## src/rtl/neuron_accumulator_if.sv

```systemverilog
// Operand stream and neuron-memory write port of the neuron accumulator.
// master: the side feeding operand pairs and receiving write strobes.
// slave:  the accumulator itself.
interface neuron_accumulator_if;
    logic       in_valid;
    logic [7:0] weight_in;
    logic [7:0] neuro_in;
    logic       clear;
    logic       relu_en;
    logic       wr_en;
    logic [7:0] wr_addr;
    logic [7:0] wr_data;
    logic [3:0] tap_idx;
    logic       sat_flag;

    modport master (
        output in_valid, weight_in, neuro_in, clear, relu_en,
        input  wr_en, wr_addr, wr_data, tap_idx, sat_flag
    );

    modport slave (
        input  in_valid, weight_in, neuro_in, clear, relu_en,
        output wr_en, wr_addr, wr_data, tap_idx, sat_flag
    );
endinterface

```

## src/rtl/neuron_accumulator.sv

```systemverilog
// Neuron accumulator: multiply-accumulates TAPS weight/neuron pairs, rescales
// by an arithmetic right shift, optionally rectifies, saturates to 8 bits and
// issues a one-cycle write to neuron memory at an auto-incrementing address.
module neuron_accumulator #(
    parameter int unsigned TAPS    = 4,
    parameter int unsigned SHIFT   = 6,
    parameter logic [7:0]  WR_BASE = 8'h10,
    parameter logic [7:0]  WR_LAST = 8'h1F
) (
    input logic                  clk,
    input logic                  reset,
    neuron_accumulator_if.slave  bus
);

    localparam logic [3:0] LAST_TAP = 4'(TAPS - 1);

    logic signed [19:0] acc_q;
    logic [3:0]         tap_q;
    logic               wr_en_q;
    logic [7:0]         wr_addr_q;
    logic [7:0]         wr_data_q;
    logic               sat_q;

    logic signed [15:0] w_ext;
    logic signed [15:0] n_ext;
    logic signed [15:0] product;
    logic signed [19:0] product_ext;
    logic signed [19:0] acc_next;
    logic signed [19:0] shifted;
    logic signed [19:0] rect;
    logic [7:0]         result;
    logic               clipped;
    logic               last_tap;

    // Product, running sum and the rescaled/rectified/saturated group result.
    always_comb begin
        w_ext       = {{8{bus.weight_in[7]}}, bus.weight_in};
        n_ext       = {{8{bus.neuro_in[7]}}, bus.neuro_in};
        product     = w_ext * n_ext;
        product_ext = {{4{product[15]}}, product};
        acc_next    = (tap_q == '0) ? product_ext : acc_q + product_ext;
        shifted     = acc_next >>> SHIFT;
        last_tap    = (tap_q == LAST_TAP);

        rect = shifted;
        if (bus.relu_en && shifted[19])
            rect = '0;

        result  = rect[7:0];
        clipped = 1'b0;
        if (!rect[19] && (|rect[19:7])) begin
            result  = 8'h7F;
            clipped = 1'b1;
        end else if (rect[19] && !(&rect[19:7])) begin
            result  = 8'h80;
            clipped = 1'b1;
        end
    end

    // Accumulator, tap counter, write strobe/data/address and sticky saturation.
    always_ff @(posedge clk or negedge reset) begin
        if (!reset) begin
            acc_q     <= '0;
            tap_q     <= '0;
            wr_en_q   <= 1'b0;
            wr_addr_q <= WR_BASE;
            wr_data_q <= '0;
            sat_q     <= 1'b0;
        end else begin
            wr_en_q <= 1'b0;

            // Address moves on once the strobe that used it has been seen.
            if (wr_en_q)
                wr_addr_q <= (wr_addr_q == WR_LAST) ? WR_BASE : wr_addr_q + 8'd1;

            if (bus.clear) begin
                acc_q <= '0;
                tap_q <= '0;
            end else if (bus.in_valid) begin
                if (last_tap) begin
                    acc_q     <= '0;
                    tap_q     <= '0;
                    wr_en_q   <= 1'b1;
                    wr_data_q <= result;
                    if (clipped)
                        sat_q <= 1'b1;
                end else begin
                    acc_q <= acc_next;
                    tap_q <= tap_q + 4'd1;
                end
            end
        end
    end

    assign bus.wr_en    = wr_en_q;
    assign bus.wr_addr  = wr_addr_q;
    assign bus.wr_data  = wr_data_q;
    assign bus.tap_idx  = tap_q;
    assign bus.sat_flag = sat_q;

endmodule

```

## src/flat_wrapper.sv

```systemverilog
// flat-port wrapper written by rule: the top's interface ports become plain ports
module neuron_accumulator_flat 
#(
    parameter int unsigned TAPS    = 4,
    parameter int unsigned SHIFT   = 6,
    parameter logic [7:0]  WR_BASE = 8'h10,
    parameter logic [7:0]  WR_LAST = 8'h1F
)
  (clk, reset, bus_in_valid, bus_weight_in, bus_neuro_in, bus_clear, bus_relu_en, bus_wr_en, bus_wr_addr, bus_wr_data, bus_tap_idx, bus_sat_flag);
  neuron_accumulator_if bus_i ();
  input logic clk;
  input logic reset;
  input wire logic [$bits(bus_i.in_valid)-1:0] bus_in_valid;
  input wire logic [$bits(bus_i.weight_in)-1:0] bus_weight_in;
  input wire logic [$bits(bus_i.neuro_in)-1:0] bus_neuro_in;
  input wire logic [$bits(bus_i.clear)-1:0] bus_clear;
  input wire logic [$bits(bus_i.relu_en)-1:0] bus_relu_en;
  output wire logic [$bits(bus_i.wr_en)-1:0] bus_wr_en;
  output wire logic [$bits(bus_i.wr_addr)-1:0] bus_wr_addr;
  output wire logic [$bits(bus_i.wr_data)-1:0] bus_wr_data;
  output wire logic [$bits(bus_i.tap_idx)-1:0] bus_tap_idx;
  output wire logic [$bits(bus_i.sat_flag)-1:0] bus_sat_flag;
  assign bus_i.in_valid = bus_in_valid;
  assign bus_i.weight_in = bus_weight_in;
  assign bus_i.neuro_in = bus_neuro_in;
  assign bus_i.clear = bus_clear;
  assign bus_i.relu_en = bus_relu_en;
  assign bus_wr_en = bus_i.wr_en;
  assign bus_wr_addr = bus_i.wr_addr;
  assign bus_wr_data = bus_i.wr_data;
  assign bus_tap_idx = bus_i.tap_idx;
  assign bus_sat_flag = bus_i.sat_flag;
  neuron_accumulator #(.TAPS(TAPS), .SHIFT(SHIFT), .WR_BASE(WR_BASE), .WR_LAST(WR_LAST)) u_core (.clk(clk), .reset(reset), .bus(bus_i));
endmodule
```

## config.mk

```make
export PLATFORM = sky130hd
export DESIGN_NAME = neuron_accumulator_flat
export DESIGN_NICKNAME = d
export VERILOG_FILES = /design/src/rtl/neuron_accumulator_if.sv /design/src/rtl/neuron_accumulator.sv /design/src/flat_wrapper.sv
export SDC_FILE = /design/constraint.sdc
export NUM_CORES = 1
export LEC_CHECK = 0
export BUFFER_PORTS_ARGS = -buffer_cell sky130_fd_sc_hd__clkbuf_2
export CORE_AREA = 4 4 126 92
export DETAILED_ROUTE_END_ITERATION = 12
export DIE_AREA = 0 0 130 96
export GPL_TIMING_DRIVEN = 0
export PLACE_DENSITY = 0.72
export SETUP_SLACK_MARGIN = 0.02
export SLEW_MARGIN = 20
export SYNTH_ARGS = -nofsm -noshare
export SYNTH_HDL_FRONTEND = slang
export SYNTH_SLANG_ARGS = --single-unit
```

## constraint.sdc

```tcl
create_clock -name clk -period 7.7 [get_ports clk]
set_input_delay 0.385 -clock clk [delete_from_list [all_inputs] [get_ports clk]]
set_output_delay 0.385 -clock clk [all_outputs]
set_load 0.1 [all_outputs]
```

==> impl_metrics.yaml, run 1 <==
status:
  outcome: "finished, final reports clean"
worst_setup_path:
  reg2reg_depth: 10
  reg2reg_slack_ps: 4040
  r2r_start: "u_core.acc_q[8]"
  critPathMaxFanout: 8
  cp_data_arrival_time_ps: 7510
  end_kind: "register"
  reg2reg_to: "u_core.bus.wr_data[3]"
  required_ps: 7920
  worstSetupStartpointType: "primary input"
  cp-startpoint: "bus_neuro_in[4]"
  crit_type: "primary input to register"
  crit_end: "u_core.bus.wr_data[3]"
logic_synthesis:
  synth_area_leaders: "fa_1, dfrtp_1, ha_1, and2_1, inv_1"
  syn_area_sq_um: 5560
  ys_warn_count: 0
  synth-main-ff-cell: "dfrtp_1"
  synth-edff-count: 0
  syn-instance-count: 621
  postSynth.asyncResetShare_pct: 100
  ys_seq_elements: 42
  syn_nets: 750
  post-synth-top-area-fraction_pct: 20.2
  synth_cell_types: 62
  synth_area_leader_cell: "fa_1"
  synth_seq_area_share_pct: 18.9
  syn_avg_cell_area_sq_um: 8.96
clocking:
  holdBufCountCts: 0
  root_buffer: "clkbuf_16"
  cts.clk_slew.worst_paths_ps: 60
  insertion_delay_ps: 300
  numCtsBuffers: 5
  cts_tree: "built"
  cts.htree.levels: 2
  cts_setup_buffers: 0
  cts_buffer_depth: 2
  post_cts_resized: 0
  clock-sinks: 42
global_routing:
  gr-max-usage-layer: "met1"
  grtUsageMet1_pct: 33.6
  use_met2_pct: 32.8
  antenna_found_initial: 0
  grt_start_max_net_pins: 43
  met3_usage_pct: 3.05
  grt_pass1_vias: 4505
  grt_pass1_wl_um: 21700
  grt_usage_pct: 21.8
  grt_overflow_total: 0
detailed_routing:
  dr.pass1.iters: 5
  antenna_left: 0
  wl_per_cell_um: 15.8
  vias: 4618
  viasPerCell: 5.75
  drtIter0Drc: 280
  wl_um: 12700
  drc: 0
timing:
  fmax_mhz: 137
  setup_violations: 0
  postLayoutSetupSlackWorst_ps: 412
  tns_ps: 0
  grt_setup_unrepaired: "no"
  fin_crit_ps: 7290
  max_slew_margin_pct: 57.8
  final.setup_skew_ps: 8.17
  final-hold-violation-count: 0
  slew_violations: 0
  period_share_pct: 94.7
  worst_slew_pin_slew_ps: 626
worst_hold_path:
  hp-class: "primary input to asynchronous set/reset pin"
floorplanning:
  start_util_pct: 54.3
  die_y_um: 96
  num_io_pins: 43
  std_cell_rows: 31
  core_area_sq_um: 10200
  die_w_um: 130
  dieArea_sq_um: 12500
layout:
  multi_input_area_sq_um: 4200
  area_delta_synth_final_pct: 10.1
  seqCellArea_sq_um: 1050
  drive_gt1_share_pct: 11.2
  fillCellCount: 885
  antenna_cells: 0
  nets: 799
placed_design:
  place.gp.congestion: 0.896
  numPortBuffers: 42
  dp_hpwl_um: 10300
  preCtsSetupSlack_ps: 75.1
run:
  maxCapViolations: 0
==> worst min-delay path by stage <==
stage	endpoint	slack, ps	cells after the start
after floorplan	u_core.acc_q[0]	90	0
after global placement	u_core.bus.sat_flag	460	1
after detailed placement	u_core.bus.sat_flag	470	1
after CTS	u_core.bus.tap_idx[2]	300	2
after global routing	u_core.acc_q[10]	140	1
final	u_core.acc_q[18]	70	1
==> synth_stat cells (3+ instances only) <==
master	n
a22o_1	3
nand3_1	9
dfrtp_1	41
or3_1	3
nand2b_1	9
mux2_2	3
ha_1	52
inv_1	77
and2_1	50
xor2_1	9
a31oi_1	3
nand2_1	59
nor2b_1	10
o21ai_0	37
nand4_1	4
fa_1	56
xnor2_1	26
o22ai_2	7
nor3_1	11
a21o_1	11
o21a_1	6
a211oi_1	6
clkbuf_1	10
mux2i_1	8
nor2_1	39
a21oi_1	27
==> cell usage in the layout, fill, tap and decap left out, types with 25 or more instances in the layout <==
master and count:
ha_1 52, nand2_1 59, dfrtp_1 41, fa_1 56, inv_1 77, and2_1 50, clkbuf_2 41, xnor2_1 25
a21oi_1 27, o21ai_0 37, nor2_1 39
==> layer usage <==
layer	routed length, um	vias up
met1	6310	2286
met4	92	0
met5	0	-
li1	-	2195
met2	5630	126
met3	668	11
==> logic make-up after synthesis <==
kind of cell               share of synthesized area [%]
AOI/OAI and AO/OA                                   16.3
xor gates and xnor gates                            5.51
adders and majority gates                           31.8
buffers and inverters                               6.01
DFF                                                 18.9
muxes                                               2.05
and+or+nand+nor                                     19.3
==> sequential cells by signal, summed over array words and instances (netlist names) <==
register and flops:
u_core.bus.sat_flag 1, u_core.bus.wr_addr 8, u_core.bus.wr_data 8, u_core.acc_q 20, u_core.bus.tap_idx 4, u_core.bus.wr_en 1
==> through the flow <==
stage          hold WS (ps)  std cells  utilization (%)  area [sq um]
2_1_floorplan          89.4        621                -          5560
3_3_place_gp            463        795             58.0          5940
3_5_place_dp            465        795             58.0          5940
4_1_cts                 301        803             59.6          6100
5_1_grt                 144        803             59.8          6130
6_report               69.0        803             59.8          6130
==> cell type report <==
class	instances	share of cell area [%]
clock inverter	2	0.613
inverter	78	4.78
sequential	42	17.2
clock buffer	6	2.10
timing repair buffer	42	3.47
multi-input combinational	490	68.5
tap	132	2.70
buffer	11	0.674
==> critical path, stage by stage <==
cell	delay, ps
clkbuf_2	160
and2_1	210
fa_1	650
inv_1	160
fa_1	550
inv_1	50
fa_1	530
inv_1	60
fa_1	530
inv_1	40
ha_1	220
or4_1	520
o22ai_1	230
o21ai_0	160
xor2_1	190
ha_1	290
clkbuf_1	260
nand3_1	200
o311a_1	410
a32oi_2	300
mux2i_1	340
nand4b_1	150
a2111o_1	470
a21o_4	270
o22ai_2	150
Power of run 1 is not shown: default switching activity piles up to over one toggle a cycle in this logic, so the estimate is an artifact.
==> run 2, diff against run 1 <==
- MAX_ROUTING_LAYER: unset -> met4
==> run 2 against run 1 <==
  * Count of clock-buffer cells in the layout unchanged
  * Maximum frequency hardly changed
  * Global-route usage up 0.65 points
  * Critical path depth did not move
  * Final cell count unchanged
  * Non-clock buffer count stayed put
  * Critical path type unchanged
  * Core utilization is the same
  * Worst setup slack worse by 5.4 ps
==> impl_metrics.yaml, run 2 (same netlist as run 1, synthesis figures left out) <==
worst_setup_path:
  reg2reg_slack_ps: 4040
  cp_data_arrival_time_ps: 7510
  reg2reg_to: "u_core.bus.wr_data[3]"
  critPathMaxFanout: 8
  cp-startpoint: "bus_neuro_in[4]"
  r2r_start: "u_core.acc_q[8]"
  worstSetupStartpointType: "primary input"
  reg2reg_depth: 10
  end_kind: "register"
  crit_type: "primary input to register"
  required_ps: 7920
placed_design:
  numPortBuffers: 42
  preCtsSetupSlack_ps: 75.1
  place.gp.congestion: 0.911
  dp_hpwl_um: 10300
layout:
  fillCellCount: 885
  nets: 799
  area_delta_synth_final_pct: 10.1
  final_common_cell: "inv_1"
  drive_gt1_share_pct: 11.2
  layout_common_cells: "inv_1, nand2_1, fa_1, ha_1, and2_1"
  regMostFlops: "u_core.acc_q"
  largest_register_ffs: 20
  antenna_cells: 0
  utilization_pct: 59.8
clocking:
  clock-sinks: 42
  cts_buffer_depth: 2
  insertion_delay_ps: 300
  root_buffer: "clkbuf_16"
  cts_tree: "built"
  holdBufCountCts: 0
  numCtsBuffers: 5
  cts.htree.levels: 2
  cts.clk_slew.worst_paths_ps: 60
timing:
  postLayoutSetupSlackWorst_ps: 406
  fin_crit_ps: 7290
  final-hold-violation-count: 0
  final.setup_skew_ps: 8.59
  setup_violations: 0
  slew_violations: 0
  worst_slew_pin_slew_ps: 620
  period_share_pct: 94.7
  max_slew_margin_pct: 58.2
  grt_setup_unrepaired: "no"
  fmax_mhz: 137
  tns_ps: 0
floorplanning:
  std_cell_rows: 31
  die_y_um: 96
  die_w_um: 130
  start_util_pct: 54.3
  num_io_pins: 43
  core_area_sq_um: 10200
  dieArea_sq_um: 12500
global_routing:
  grt_start_max_net_pins: 43
  antenna_found_initial: 0
  grt_pass1_wl_um: 21700
  grt_usage_pct: 22.4
  grt_pass1_vias: 4505
  grt_overflow_total: 0
detailed_routing:
  wl_per_cell_um: 15.8
  viasPerCell: 5.72
  drtIter0Drc: 288
  wl_um: 12700
  drc: 0
  antenna_left: 0
  dr.pass1.iters: 5
  vias: 4596
worst_hold_path:
  hp-class: "primary input to asynchronous set/reset pin"
run:
  maxCapViolations: 0
status:
  outcome: "finished, final reports clean"
==> run 2: cell counts in the layout (fill, tap and decap cells not counted) <==
No cell type changed its count.
==> run 2: timing repair <==
item	in CTS	in global routing
setup endpoints to repair	0	8
resized for setup	0	3
setup buffers	0	0
==> run 2: routing by layer <==
| metal | global-route usage [%] | share of wire [%] | vias up |
|---|---|---|---|
| li1 | - | - | 2194 |
| met1 | 33.6 | 50 | 2275 |
| met2 | 32.8 | 44 | 118 |
| met3 | 3.05 | 5.1 | 9 |
| met4 | 4.33 | 0.61 | 0 |
| met5 | - | 0 | - |
==> run 2: cell type report <==
type	count	area (sq um)	area share [%]
plain buffers	11	41.3	0.674
clock buffers	6	129	2.10
clock inverters	2	37.5	0.613
inverters	78	293	4.78
multi-input cells	490	4200	68.5
flip-flops and latches	42	1050	17.2
well taps	132	165	2.70
repair buffers	42	213	3.47
==> run 2: worst max-delay path, cell delays in order <==
cell and delay (ps):
clkbuf_2 160, and2_1 210, fa_1 650, inv_1 160, fa_1 550, inv_1 50
fa_1 530, inv_1 60, fa_1 530, inv_1 40, ha_1 220, or4_1 520
o22ai_1 230, o21ai_0 160, xor2_1 190, ha_1 290, clkbuf_1 260, nand3_1 210
o311a_1 410, a32oi_2 300, mux2i_1 340, nand4b_1 150, a2111o_1 470, a21o_4 270
o22ai_2 150
==> run 2: metrics by stage <==
step	hold slack (ps)	instances	area, sq um
finish	70.4	803	6130
global route	144	803	6130
CTS	301	803	6100
detailed placement	465	795	5940
global placement	463	795	5940
floorplan	89.4	621	5560
==> run 2: worst max path at each step <==
stage               cells past startpoint  slack [ps]               endpoint
CTS                                    27         350  u_core.bus.wr_data[2]
detailed placement                     27          80  u_core.bus.wr_data[5]
global placement                       26         220  u_core.bus.wr_data[5]
finish                                 25         410  u_core.bus.wr_data[3]
global route                           27          40  u_core.bus.wr_data[3]
floorplan                              23         980    u_core.bus.sat_flag
Power of run 2 is left out for the same reason.
==> run 3, diff against run 2 <==
- CORE_AREA: 4 4 126 92 -> 4 4 138 101
- DIE_AREA: 0 0 130 96 -> 0 0 142 105
- PLACE_DENSITY: 0.72 -> unset
==> run 3 against run 2 <==
  * Register-to-register slack gained 40 ps
  * Sequential cell count is the same
  * Wire length shrank 0.47%
  * Worst hold slack gained 53 ps
  * Via count shrank 2.0%
  * Critical path depth grew 2
  * Design area grew 0.57%
  * Core utilization shrank 11 points
  * Largest cell class unchanged
  * Highest routed layer unchanged
==> impl_metrics.yaml, run 3 (same netlist as run 1, synthesis figures left out) <==
global_routing:
  grt_overflow_total: 0
  antenna_found_initial: 0
  use_met2_pct: 24.2
  grt_start_max_net_pins: 43
  grt_pass1_wl_um: 21600
  grt_usage_pct: 18.0
  gr-max-usage-layer: "met1"
  grtUsageMet1_pct: 29.0
  grt_pass1_vias: 4328
  met3_usage_pct: 2.88
floorplanning:
  die_y_um: 105
  die_w_um: 142
  dieArea_sq_um: 14900
  std_cell_rows: 35
  start_util_pct: 43.7
  num_io_pins: 43
  core_area_sq_um: 12700
clocking:
  numCtsBuffers: 5
  cts.htree.levels: 2
  root_buffer: "clkbuf_16"
  insertion_delay_ps: 290
  clock-sinks: 42
  cts.clk_slew.worst_paths_ps: 70
  cts_buffer_depth: 2
  cts_tree: "built"
timing:
  period_share_pct: 94.1
  slew_violations: 0
  max_slew_margin_pct: 59.0
  fin_crit_ps: 7250
  hold_ws_ps: 124
  final-hold-violation-count: 0
  worst_slew_pin_slew_ps: 615
  fmax_mhz: 138
  setup_violations: 0
  grt_setup_unrepaired: "no"
  final.setup_skew_ps: 4.98
layout:
  largest_register_ffs: 20
  layout_common_cells: "inv_1, nand2_1, fa_1, ha_1, and2_1"
  instances_no_fill: 835
  multi_input_area_sq_um: 4200
  fillCellCount: 1221
  final_common_cell: "inv_1"
  seqCellArea_sq_um: 1050
  drive_gt1_share_pct: 11.2
  nets: 797
  area_delta_synth_final_pct: 10.8
  regMostFlops: "u_core.acc_q"
  antenna_cells: 0
worst_setup_path:
  worstSetupStartpointType: "primary input"
  cp_data_arrival_time_ps: 7450
  required_ps: 7910
  reg2reg_depth: 10
  end_kind: "register"
  crit_type: "primary input to register"
  critPathMaxFanout: 8
detailed_routing:
  dr.pass1.iters: 5
  viasPerCell: 5.40
  vias: 4505
  drtIter0Drc: 286
  antenna_left: 0
  wl_per_cell_um: 15.1
  drc: 0
  wl_um: 12600
placed_design:
  numPortBuffers: 42
  dp.cells: 829
  place.gp.congestion: 0.845
  dp_hpwl_um: 10300
worst_hold_path:
  hp-class: "primary input to asynchronous set/reset pin"
status:
  outcome: "finished, final reports clean"
run:
  maxCapViolations: 0
run 3: changes by cell type in the layout (fill, tap and decap cells not counted), sizes merged:
| cell | change |
|---|---|
| buf | -1 |
| clkbuf | -1 |
run 3: repair_timing:
item | in CTS | in global routing
setup endpoints to repair | 0 | 8
hold buffers | 0 | 0
resized for setup | 0 | 3
setup buffers | 0 | 0
run 3: per-layer routing:
layer	wire, um	vias up
met2	5230	85
met1	6860	2223
met4	65	0
li1	-	2189
met5	0	-
met3	481	8
run 3: path summary, 6_finish.rpt:
check | from | to | slack (ps)
setup reg to reg | u_core.acc_q[8] | u_core.bus.wr_data[5] | 4080
min in group clk | bus_clear | u_core.bus.tap_idx[2] | 310
hold reg to reg | u_core.bus.sat_flag | u_core.bus.sat_flag | 480
max in group asynchronous | reset | u_core.acc_q[9] | 7150
setup / recovery | bus_neuro_in[0] | u_core.bus.wr_data[6] | 450
hold / removal | reset | u_core.acc_q[3] | 120
run 3: critical path, stage by stage:
cell and delay, ps:
clkbuf_2 140, and2_1 220, ha_1 420, inv_1 150, fa_1 550, inv_1 50
fa_1 470, inv_1 50, fa_1 520, inv_1 40, ha_1 320, a21oi_1 180
o21ai_2 120, o311a_4 390, o41ai_4 390, xnor2_1 250, inv_1 240, ha_1 330
clkbuf_1 260, a21oi_1 170, o311a_1 150, a32oi_2 280, mux2i_1 320, nand4b_1 150
a2111o_1 470, a21o_4 280, o22ai_2 150
run 3: final cells by class:
| class | count | area share, % |
|---|---|---|
| multi-input combinational | 490 | 68.1 |
| sequential | 42 | 17.1 |
| inverter | 78 | 4.75 |
| timing repair buffer | 42 | 3.45 |
| tap | 166 | 3.37 |
| clock buffer | 6 | 2.09 |
| clock inverter | 2 | 0.609 |
| buffer | 9 | 0.548 |
run 3: per-stage QoR:
step	cell area [sq um]	worst slack [ps]	TNS [ps]	util, %
after detailed placement	5980	-15.7	-69.8	47.0
after floorplan	5560	983	0	-
after CTS	6150	236	0	48.3
after global placement	5980	154	0	46.9
after global routing	6160	42.5	0	48.4
final	6160	454	0	48.4
Power of run 3 is left out for the same reason.
